File: src/rtl/pipe_hazard_ctrl_pkg.sv
// Shared definitions for the pipeline hazard controller: stage bit indices,
// bus types, FSM state encodings, fixed stall/flush patterns and the
// load-use detection helper.
package pipe_hazard_ctrl_pkg;

  // Bit positions on the stall/flush buses
  localparam int STG_PC    = 0;
  localparam int STG_IFID  = 1;
  localparam int STG_IDEX  = 2;
  localparam int STG_EXMEM = 3;
  localparam int STG_WB    = 4;

  localparam int STALL_W = 5;
  localparam int FLUSH_W = 5;

  typedef logic [STALL_W-1:0] stall_bus_t;
  typedef logic [FLUSH_W-1:0] flush_bus_t;

  typedef enum logic [1:0] {
    ST_RUN   = 2'd0,
    ST_DWAIT = 2'd1,
    ST_REDIR = 2'd2
  } state_e;

  // Data access outstanding: freeze everything up to EX/MEM, bubble into MEM/WB
  localparam stall_bus_t STALL_DWAIT = stall_bus_t'((32'd1 << STG_PC) | (32'd1 << STG_IFID) |
                                                    (32'd1 << STG_IDEX) | (32'd1 << STG_EXMEM));
  localparam flush_bus_t FLUSH_DWAIT = flush_bus_t'(32'd1 << STG_WB);
  // Redirect: kill the two wrong-path instructions behind the branch
  localparam flush_bus_t FLUSH_REDIRECT = flush_bus_t'((32'd1 << STG_IFID) | (32'd1 << STG_IDEX));
  // Load-use: hold PC and IF/ID, bubble into ID/EX
  localparam stall_bus_t STALL_LOADUSE = stall_bus_t'((32'd1 << STG_PC) | (32'd1 << STG_IFID));
  localparam flush_bus_t FLUSH_LOADUSE = flush_bus_t'(32'd1 << STG_IDEX);
  // Fetch squash / fetch wait: keep IF/ID empty
  localparam flush_bus_t FLUSH_SQUASH = flush_bus_t'(32'd1 << STG_IFID);
  localparam stall_bus_t STALL_IMEM   = stall_bus_t'(32'd1 << STG_PC);
  // Every stage register cleared while in reset
  localparam flush_bus_t FLUSH_RESET  = 5'b11111;

  // True when the instruction in ID reads the register a load in EX writes
  function automatic logic load_use_hit(
    input logic       ex_mem_re,
    input logic [4:0] ex_rd,
    input logic [4:0] r1,
    input logic       use_r1,
    input logic [4:0] r2,
    input logic       use_r2
  );
    return ex_mem_re && (ex_rd != 5'd0) &&
           ((use_r1 && (r1 == ex_rd)) || (use_r2 && (r2 == ex_rd)));
  endfunction

endpackage

File: src/rtl/pipe_hazard_ctrl_if.sv
// Hazard-controller bundle: pipeline status inputs and the stall/flush buses.
// The controller uses the slave view; the pipeline (or a bench) drives the master view.
interface pipe_hazard_ctrl_if;
  import pipe_hazard_ctrl_pkg::*;

  logic [4:0]  id_r1_i;
  logic [4:0]  id_r2_i;
  logic        id_use_r1_i;
  logic        id_use_r2_i;
  logic [4:0]  ex_rd_i;
  logic        ex_mem_re_i;
  logic        ex_redirect_i;
  logic        mem_access_i;
  logic        dmem_ack_i;
  logic        imem_ack_i;
  stall_bus_t  stall_o;
  flush_bus_t  flush_o;
  logic [31:0] stall_cycles_o;
  logic        bus_err_o;

  modport master (
    output id_r1_i, id_r2_i, id_use_r1_i, id_use_r2_i, ex_rd_i, ex_mem_re_i,
           ex_redirect_i, mem_access_i, dmem_ack_i, imem_ack_i,
    input  stall_o, flush_o, stall_cycles_o, bus_err_o
  );

  modport slave (
    input  id_r1_i, id_r2_i, id_use_r1_i, id_use_r2_i, ex_rd_i, ex_mem_re_i,
           ex_redirect_i, mem_access_i, dmem_ack_i, imem_ack_i,
    output stall_o, flush_o, stall_cycles_o, bus_err_o
  );
endinterface

File: src/rtl/pipe_hazard_ctrl.sv
// Central pipeline scheduler for the 5-stage core. Stall/flush buses are
// combinational from registered state plus current inputs so hazards act in
// the same cycle. Priority: dmem wait > redirect > load-use > squash > imem wait.
module pipe_hazard_ctrl
  import pipe_hazard_ctrl_pkg::*;
#(
  parameter int REDIR_LAT    = 2,
  parameter int DMEM_TIMEOUT = 255
) (
  input  logic              clk,
  input  logic              rst_n,
  pipe_hazard_ctrl_if.slave hz
);

  localparam logic [15:0] TMO          = 16'(DMEM_TIMEOUT);
  localparam logic [2:0]  REDIR_RELOAD = 3'(REDIR_LAT - 1);

  state_e      state_q, state_d;
  logic [2:0]  redir_cnt_q, redir_cnt_d;
  logic [15:0] dwait_cnt_q, dwait_cnt_d;
  logic        bus_err_q, bus_err_d;
  logic [31:0] stall_cycles_q, stall_cycles_d;

  stall_bus_t  stall_s;
  flush_bus_t  flush_s;
  logic        dwait_s;
  logic        timeout_s;
  logic        load_use_s;
  logic [2:0]  squash_base_s;
  logic [15:0] dwait_inc_s;

  assign dwait_s     = hz.mem_access_i & ~hz.dmem_ack_i;
  // The wait has run its full budget: the access is abandoned this cycle
  assign timeout_s   = (state_q == ST_DWAIT) && (dwait_cnt_q >= TMO);
  // An abandoned access also drops any suspended fetch squash
  assign squash_base_s = timeout_s ? 3'd0 : redir_cnt_q;
  assign dwait_inc_s = dwait_cnt_q + 16'd1;
  assign load_use_s  = load_use_hit(hz.ex_mem_re_i, hz.ex_rd_i, hz.id_r1_i, hz.id_use_r1_i,
                                    hz.id_r2_i, hz.id_use_r2_i);

  // Hazard priority resolution: stall/flush buses and next-state values
  always_comb begin
    stall_s     = '0;
    flush_s     = '0;
    state_d     = state_q;
    redir_cnt_d = redir_cnt_q;
    dwait_cnt_d = dwait_cnt_q;
    bus_err_d   = bus_err_q;
    if (dwait_s && !timeout_s) begin
      // Data access outstanding: everything else waits, squash count held
      stall_s     = STALL_DWAIT;
      flush_s     = FLUSH_DWAIT;
      state_d     = ST_DWAIT;
      dwait_cnt_d = dwait_inc_s;
      if (dwait_inc_s == TMO) begin
        bus_err_d = 1'b1;
      end else begin
        bus_err_d = bus_err_q;
      end
    end else begin
      dwait_cnt_d = 16'd0;
      if (hz.ex_redirect_i) begin
        flush_s     = FLUSH_REDIRECT;
        redir_cnt_d = REDIR_RELOAD;
      end else if (load_use_s) begin
        // One-cycle bubble; a pending squash resumes afterwards
        stall_s     = STALL_LOADUSE;
        flush_s     = FLUSH_LOADUSE;
        redir_cnt_d = squash_base_s;
      end else begin
        if (squash_base_s != 3'd0) begin
          flush_s     = FLUSH_SQUASH;
          redir_cnt_d = squash_base_s - 3'd1;
        end else begin
          redir_cnt_d = 3'd0;
        end
        if (!hz.imem_ack_i) begin
          stall_s = STALL_IMEM;
          flush_s = flush_s | FLUSH_SQUASH;
        end else begin
          stall_s = stall_s;
        end
      end
      state_d = (redir_cnt_d != 3'd0) ? ST_REDIR : ST_RUN;
    end
  end

  // Saturating count of cycles in which the PC is held
  always_comb begin
    if (stall_s[STG_PC] && (stall_cycles_q != 32'hFFFF_FFFF)) begin
      stall_cycles_d = stall_cycles_q + 32'd1;
    end else begin
      stall_cycles_d = stall_cycles_q;
    end
  end

  // Controller state, counters and sticky error flag
  always_ff @(posedge clk or negedge rst_n) begin
    if (!rst_n) begin
      state_q        <= ST_RUN;
      redir_cnt_q    <= 3'd0;
      dwait_cnt_q    <= 16'd0;
      bus_err_q      <= 1'b0;
      stall_cycles_q <= 32'd0;
    end else begin
      state_q        <= state_d;
      redir_cnt_q    <= redir_cnt_d;
      dwait_cnt_q    <= dwait_cnt_d;
      bus_err_q      <= bus_err_d;
      stall_cycles_q <= stall_cycles_d;
    end
  end

  // While in reset, hold nothing and clear every stage register
  assign hz.stall_o        = rst_n ? stall_s : '0;
  assign hz.flush_o        = rst_n ? flush_s : FLUSH_RESET;
  assign hz.stall_cycles_o = stall_cycles_q;
  assign hz.bus_err_o      = bus_err_q;

endmodule

File: src/flat_wrapper.sv
// flat-port wrapper written by rule: the top's interface ports become plain ports
module pipe_hazard_ctrl_flat import pipe_hazard_ctrl_pkg::*;
#(
  parameter int REDIR_LAT    = 2,
  parameter int DMEM_TIMEOUT = 255
)
  (clk, rst_n, hz_id_r1_i, hz_id_r2_i, hz_id_use_r1_i, hz_id_use_r2_i, hz_ex_rd_i, hz_ex_mem_re_i, hz_ex_redirect_i, hz_mem_access_i, hz_dmem_ack_i, hz_imem_ack_i, hz_stall_o, hz_flush_o, hz_stall_cycles_o, hz_bus_err_o);
  pipe_hazard_ctrl_if hz_i ();
  input  logic clk;
  input  logic rst_n;
  input wire logic [$bits(hz_i.id_r1_i)-1:0] hz_id_r1_i;
  input wire logic [$bits(hz_i.id_r2_i)-1:0] hz_id_r2_i;
  input wire logic [$bits(hz_i.id_use_r1_i)-1:0] hz_id_use_r1_i;
  input wire logic [$bits(hz_i.id_use_r2_i)-1:0] hz_id_use_r2_i;
  input wire logic [$bits(hz_i.ex_rd_i)-1:0] hz_ex_rd_i;
  input wire logic [$bits(hz_i.ex_mem_re_i)-1:0] hz_ex_mem_re_i;
  input wire logic [$bits(hz_i.ex_redirect_i)-1:0] hz_ex_redirect_i;
  input wire logic [$bits(hz_i.mem_access_i)-1:0] hz_mem_access_i;
  input wire logic [$bits(hz_i.dmem_ack_i)-1:0] hz_dmem_ack_i;
  input wire logic [$bits(hz_i.imem_ack_i)-1:0] hz_imem_ack_i;
  output wire logic [$bits(hz_i.stall_o)-1:0] hz_stall_o;
  output wire logic [$bits(hz_i.flush_o)-1:0] hz_flush_o;
  output wire logic [$bits(hz_i.stall_cycles_o)-1:0] hz_stall_cycles_o;
  output wire logic [$bits(hz_i.bus_err_o)-1:0] hz_bus_err_o;
  assign hz_i.id_r1_i = hz_id_r1_i;
  assign hz_i.id_r2_i = hz_id_r2_i;
  assign hz_i.id_use_r1_i = hz_id_use_r1_i;
  assign hz_i.id_use_r2_i = hz_id_use_r2_i;
  assign hz_i.ex_rd_i = hz_ex_rd_i;
  assign hz_i.ex_mem_re_i = hz_ex_mem_re_i;
  assign hz_i.ex_redirect_i = hz_ex_redirect_i;
  assign hz_i.mem_access_i = hz_mem_access_i;
  assign hz_i.dmem_ack_i = hz_dmem_ack_i;
  assign hz_i.imem_ack_i = hz_imem_ack_i;
  assign hz_stall_o = hz_i.stall_o;
  assign hz_flush_o = hz_i.flush_o;
  assign hz_stall_cycles_o = hz_i.stall_cycles_o;
  assign hz_bus_err_o = hz_i.bus_err_o;
  pipe_hazard_ctrl #(.REDIR_LAT(REDIR_LAT), .DMEM_TIMEOUT(DMEM_TIMEOUT)) u_core (.clk(clk), .rst_n(rst_n), .hz(hz_i));
endmodule
File: config.mk
export PLATFORM = sky130hd
export DESIGN_NAME = pipe_hazard_ctrl_flat
export DESIGN_NICKNAME = d
export VERILOG_FILES = /design/src/rtl/pipe_hazard_ctrl_pkg.sv /design/src/rtl/pipe_hazard_ctrl_if.sv /design/src/rtl/pipe_hazard_ctrl.sv /design/src/flat_wrapper.sv
export SDC_FILE = /design/constraint.sdc
export NUM_CORES = 1
export LEC_CHECK = 0
export CAP_MARGIN = 20
export CORE_MARGIN = 2
export CORE_UTILIZATION = 45
export CTS_CLUSTER_DIAMETER = 150
export CTS_CLUSTER_SIZE = 12
export DETAILED_ROUTE_END_ITERATION = 12
export PLACE_DENSITY = 0.77
export SETUP_SLACK_MARGIN = 0.5
export SLEW_MARGIN = 10
export SYNTH_ARGS = -nofsm -noshare
export SYNTH_HDL_FRONTEND = slang
export SYNTH_SLANG_ARGS = --single-unit
File: constraint.sdc
create_clock -name clk -period 4.7 [get_ports clk]
set_input_delay 0.94 -clock clk [delete_from_list [all_inputs] [get_ports clk]]
set_output_delay 0.94 -clock clk [all_outputs]
set_load 0.05 [all_outputs]
Yosys cells after proc, flatten, opt, wreduce, memory -nomap -nowiden:

Index checks and enable logic that the tools add are counted.

* bits in registers: 54
* input bits: 24
* output and inout bits: 43
* logic and storage cells: 48

* equality and inequality tests: 5
* magnitude comparators: 1
* $add $sub $neg: 3
* bitwise operators: 2
* multiplexer cells: 19
* reductions and logical operators: 13

Operators by type and width (count)
* $mux 5: 8
* $add 32x1->32 const B: 1
* $ne 32x32->1 const B: 1
* $add 16x1->16 const B: 1
* $eq 16x8->1 const B: 1
* $ge 16x8->1 const B: 1
* $mux 16: 1
* $mux 3: 5
* $eq 5x5->1: 2
* $mux 2: 4
* $logic_and 1x1->1: 7
* $reduce_bool 3->1: 2
* $reduce_bool 5->1: 1
* $sub 3x1->3 const B: 1
* $eq 2x1->1 const B: 1
* $reduce_and 2->1: 1
* $and 1x1->1: 1
* $logic_not 1->1: 1
* $logic_or 1x1->1: 1
* $mux 1: 1
* $not 1->1: 1

Depth between registers and ports, before layout:

* depth in word-level cells: 11
* depth in mapped cells: 10

Least setup slack after synthesis:

No wires, ideal clock.

* path type: input port to output port
* from: input port hz_ex_rd_i[0]
* to: output port hz_flush_o[1]
* cell stages on the path: 5
* setup slack: 831 ps
* arrival time: 2929 ps
* path through: or4_1 > o21a_1 > nand2_1 > a21oi_1 > o21ai_0

* word-level cells in the longest chain between the ends: 8
* elaborated cells between the ends (all ways): 12
* those cells by class: eq/ne: 2; mux: 4; reduce/logical: 6

Ends and longest elaborated chain
* from (decl): RTL line flat_wrapper.sv:15 `input wire logic [$bits(hz_i.ex_rd_i)-1:0] hz_ex_rd_i;`
* $eq 5x5->1: RTL line pipe_hazard_ctrl_pkg.sv:50 `((use_r1 && (r1 == ex_rd)) || (use_r2 && (r2 == ex_rd)));`
* $logic_and 1x1->1: RTL line pipe_hazard_ctrl_pkg.sv:50
* $logic_or 1x1->1: RTL line pipe_hazard_ctrl_pkg.sv:50
* $logic_and 1x1->1 (*): RTL line pipe_hazard_ctrl_pkg.sv:49 `return ex_mem_re && (ex_rd != 5'd0) &&`
* $mux 5 (*): RTL line pipe_hazard_ctrl.sv:65 `end else if (load_use_s) begin`
* $mux 5 (*): RTL line pipe_hazard_ctrl.sv:62 `if (hz.ex_redirect_i) begin`
* $mux 5 (*): RTL line pipe_hazard_ctrl.sv:49 `if (dwait_s && !timeout_s) begin`
* $mux 5 (*): RTL line pipe_hazard_ctrl.sv:116 `assign hz.flush_o = rst_n ? flush_s : FLUSH_RESET;`
* to (decl): RTL line flat_wrapper.sv:22 `output wire logic [$bits(hz_i.flush_o)-1:0] hz_flush_o;`

Every way passes the cells marked *; elsewhere a longest branch is shown, timed or not.

Worst setup path in the final report:

* from: register u_core.dwait_cnt_q[0]
* to: output port hz_flush_o[4]

* word-level cells in the longest chain between the ends: 6

Ends and longest elaborated chain
* from (decl): RTL line pipe_hazard_ctrl.sv:20 `logic [15:0] dwait_cnt_q, dwait_cnt_d;`
* from (signal assigned): RTL line pipe_hazard_ctrl.sv:108 `dwait_cnt_q <= dwait_cnt_d;`
* $ge 16x8->1: RTL line pipe_hazard_ctrl.sv:34 `assign timeout_s = (state_q == ST_DWAIT) && (dwait_cnt_q >= TMO);`
* $logic_and 1x1->1: RTL line pipe_hazard_ctrl.sv:34
* $logic_not 1->1: RTL line pipe_hazard_ctrl.sv:49
* $logic_and 1x1->1: RTL line pipe_hazard_ctrl.sv:49
* $mux 5: RTL line pipe_hazard_ctrl.sv:49
* $mux 5: RTL line pipe_hazard_ctrl.sv:116

Every way passes these cells.

==> summary.txt <==
Yosys
  – Simple-Gate Fraction of Synth Area: 26.9%
  – Ys flop type: dfrtp_1
  – Synth cell count leaders: dfrtp_1, nor2_1, xor2_1
  – Synth warnings: 0
  – Synth area leader: dfrtp_1
  – #FFs+latches synth: 54
  – Largest family of logic cells by synthesized area: simple AND/OR/NAND/NOR gates
  – Post-Syn Nets: about 350
  – Post-synthesis mux area share: under 10%
  – Post-synth EDFFs: 0
  – Cells after Synth: 324
  – XOR/XNOR share of the synthesized area: 16.0%
  – Fraction of registers with async set/reset: 100%
  – Register area share after synthesis: 44.1%
  – Area contributors post-synth: dfrtp_1, xor2_1, xnor2_1
  – Synth Area in Compound Gates: 5.92%
  – Count leader, synth: dfrtp_1
  – Unique masters post-synth: 48
  – Cell area after synthesis: 0.00306 mm2
  – Syn avg cell area: roughly 9.5 um2
  – Top cell type's share of synthesized area: 44.1%
  – Synth Area in Adders: 2.04%

Floorplanning
  – Die Area: 0.00749 mm2
  – Die Span Y: 86.5 um
  – Die width: 86.5 um
  – Core ar.: 0.00668 mm2
  – Initial core utilization: between 40% and 50%
  – Placement row count: 30
  – Top Ports: 67

Clock network
  – Clock Pin Slew Worst Setup and Hold Paths: 0.10 ns
  – # H-tree levels: 2
  – Clk buf depth: 2
  – Total CTS buffers: 5
  – CTS tree: done
  – Clock latency at the later pin of the worst-skew pair: 0.31 ns
  – CTS Sinks: 54
  – CTS root buffer: clkbuf_8
  – Hold-fix buffers at CTS: 0

GRT
  – GRT overflow: 0
  – Largest net degree at the start of global routing: 54
  – Initial antenna violation count: 0
  – Vias in the first global route: 2,411
  – First-pass GRT wire length: 11,400 um
  – Global router's overall resource usage: roughly a fifth

STA
  – Setup tns final: 0 ns
  – Hold Fails Final Rpt: 0
  – Worst slew pin tran: around 0.73 ns
  – RSZ-0062 raised after global routing: no
  – Fmax: about 0.26 GHz
  – Period minus WS final: around 3.9 ns
  – Setup violations, final: 0
  – Tcrit/Tclk final: 82.4%
  – Final slew viol count: 0
  – Slew HR: between 50% and 60%
  – Skew final: 0.00815 ns

Min path
  – HP Class: input pin to async pin

Run
  – Maxcap violations: 0

Cells and area
  – Area of the multi-input gates: 0.00161 mm2
  – Post-layout util: 57.1%
  – Fillers: around 620
  – Post-route design area: 0.00382 mm2
  – Register area: 0.00135 mm2
  – Finished Layout Cells: ~470
  – Share of cells above drive strength 1: about 5.7%
  – Final #Nets: between 400 and 500
  – Antenna cells: 0
  – Synth-to-Final Area Change: 24.5%

Worst setup path
  – Reg-to-reg endpoint: u_core.hz.stall_cycles_o[1]
  – CP arrival: 2.93 ns
  – Crit. End Element: output port
  – Crit-path cells: ha_1, nand3_1, o2111ai_1, a31o_1, buf_4, nand2_1, clkdlybuf4s50_1
  – Crit Path Class: flop to output port
  – FF-to-FF Start: u_core.dwait_cnt_q[0]
  – Maximum fanout along the worst path: 20
  – R2R cell count: 10
  – WP data required: 3.76 ns
  – Number of cells on the critical path: 7
  – Buf/Inv on CP: 2
  – Worst path max stage delay: 0.70 ns
  – Startpoint Class: flop
  – Crit path max-delay family: buffers and inverters
  – FF-to-FF setup slack: 1.50 ns
  – Critical path's slowest cell: clkdlybuf4s50_1

Route
  – Detail Route Antenna Nets: 0
  – Initial DRC Count: 150
  – DR vias: 2,540
  – DR vias/cell: 5.46
  – Final wirelength: just under 7000 um
  – Wire per inst: 14.7 um
  – Drt drc: 0
  – Pre-antenna DRT Iters: 4

Placement
  – Area post-placement: 0.00374 mm2
  – GP Congestion: 0.844
  – Dpl cells: between 400 and 500
  – DP HPWL: 4910 um
  – Port Buffers: 65

Run status
  – Status: complete, no violations

Power and ir drop
  – Leak: 0.00161 uW
  – Max VDD drop: 0.000351 V
  – PwrDens: 346 mW/mm2
==> registers in the layout, summed over array words and instances (netlist names) <==
| signal | flops |
|---|---|
| u_core.hz.stall_cycles_o | 32 |
| u_core.dwait_cnt_q | 16 |
| u_core.redir_cnt_q | 3 |
| u_core.state_q | 2 |
| u_core.hz.bus_err_o | 1 |
==> cell families (layout without fill, tap and decap cells) <==
group | Yosys count | count (layout)
AO/OA/AOI/OAI | 24 | 24
XOR/XNOR | 56 | 56
adder cells (fa/ha/maj) | 5 | 5
buffers and inverters | 20 | 81
flip-flops | 54 | 54
multiplexers | 4 | 4
other | 1 | 1
AND/OR/NAND/NOR | 160 | 160
==> cells in the final DEF (no fill, tap or decap), types with 5 or more instances in the layout <==
| cell | netlist | routed |
|---|---|---|
| and4_1 | 5 | 5 |
| nand2_1 | 27 | 27 |
| xor2_1 | 35 | 35 |
| dfrtp_1 | 54 | 54 |
| nand4_1 | 17 | 17 |
| nor3_1 | 10 | 10 |
| buf_4 | 4 | 5 |
| ha_1 | 5 | 5 |
| nor2_1 | 48 | 48 |
| inv_1 | 5 | 5 |
| and3_1 | 11 | 11 |
| clkdlybuf4s50_1 | 0 | 60 |
| clkbuf_8 | 0 | 5 |
| xnor2_1 | 21 | 21 |
| nand3_1 | 19 | 19 |
==> cell type report <==
class	count	area share [%]
inverter	6	0.623
sequential	54	35.4
tap	80	2.62
timing repair buffer	68	17.1
clock inverter	2	0.361
clock buffer	5	1.80
multi-input combinational	250	42.1
==> through the flow <==
step	hold WS (ns)	setup WS, ns	power, uW
after CTS	0.414	0.612	1340
after global routing	0.399	0.642	1390
final	0.423	0.826	1320
after detailed placement	0.460	0.346	1070
after global placement	0.461	0.384	1060
after floorplan	0.487	0.831	898
==> power by group <==
| group | total [uW] | leakage (uW) | switching (uW) | internal (uW) |
|---|---|---|---|---|
| registers | 595 | 0.000694 | 74.0 | 521 |
| logic | 468 | 0.000872 | 300 | 169 |
| clock network | 258 | 0.0000444 | 155 | 103 |
| total | 1320 | 0.00161 | 529 | 793 |
==> layer usage <==
metal	part of all wire, %	vias up	track usage [%]
li1	-	1236	-
met1	47	1233	26.4
met2	48	62	29.6
met3	4.0	9	4.67
met4	1.4	0	5.26
met5	0	-	0
==> what timing repair did <==
item                                    4_1_cts  5_1_grt
resized for setup                             2        4
buffers inserted                              0        0
pin swaps                                     0        0
endpoints found under the setup margin        2        2
==> worst max path at each step <==
stage,slack (ns),start,to
after floorplan,0.83,hz_ex_rd_i[0],hz_flush_o[1]
after global placement,0.38,hz_ex_rd_i[1],hz_stall_o[1]
after detailed placement,0.35,hz_ex_rd_i[1],hz_stall_o[1]
after CTS,0.61,hz_ex_rd_i[1],hz_stall_o[1]
after global routing,0.64,u_core.dwait_cnt_q[0],hz_flush_o[4]
final,0.83,u_core.dwait_cnt_q[0],hz_flush_o[4]
Power figures use the tool's default switching activity.
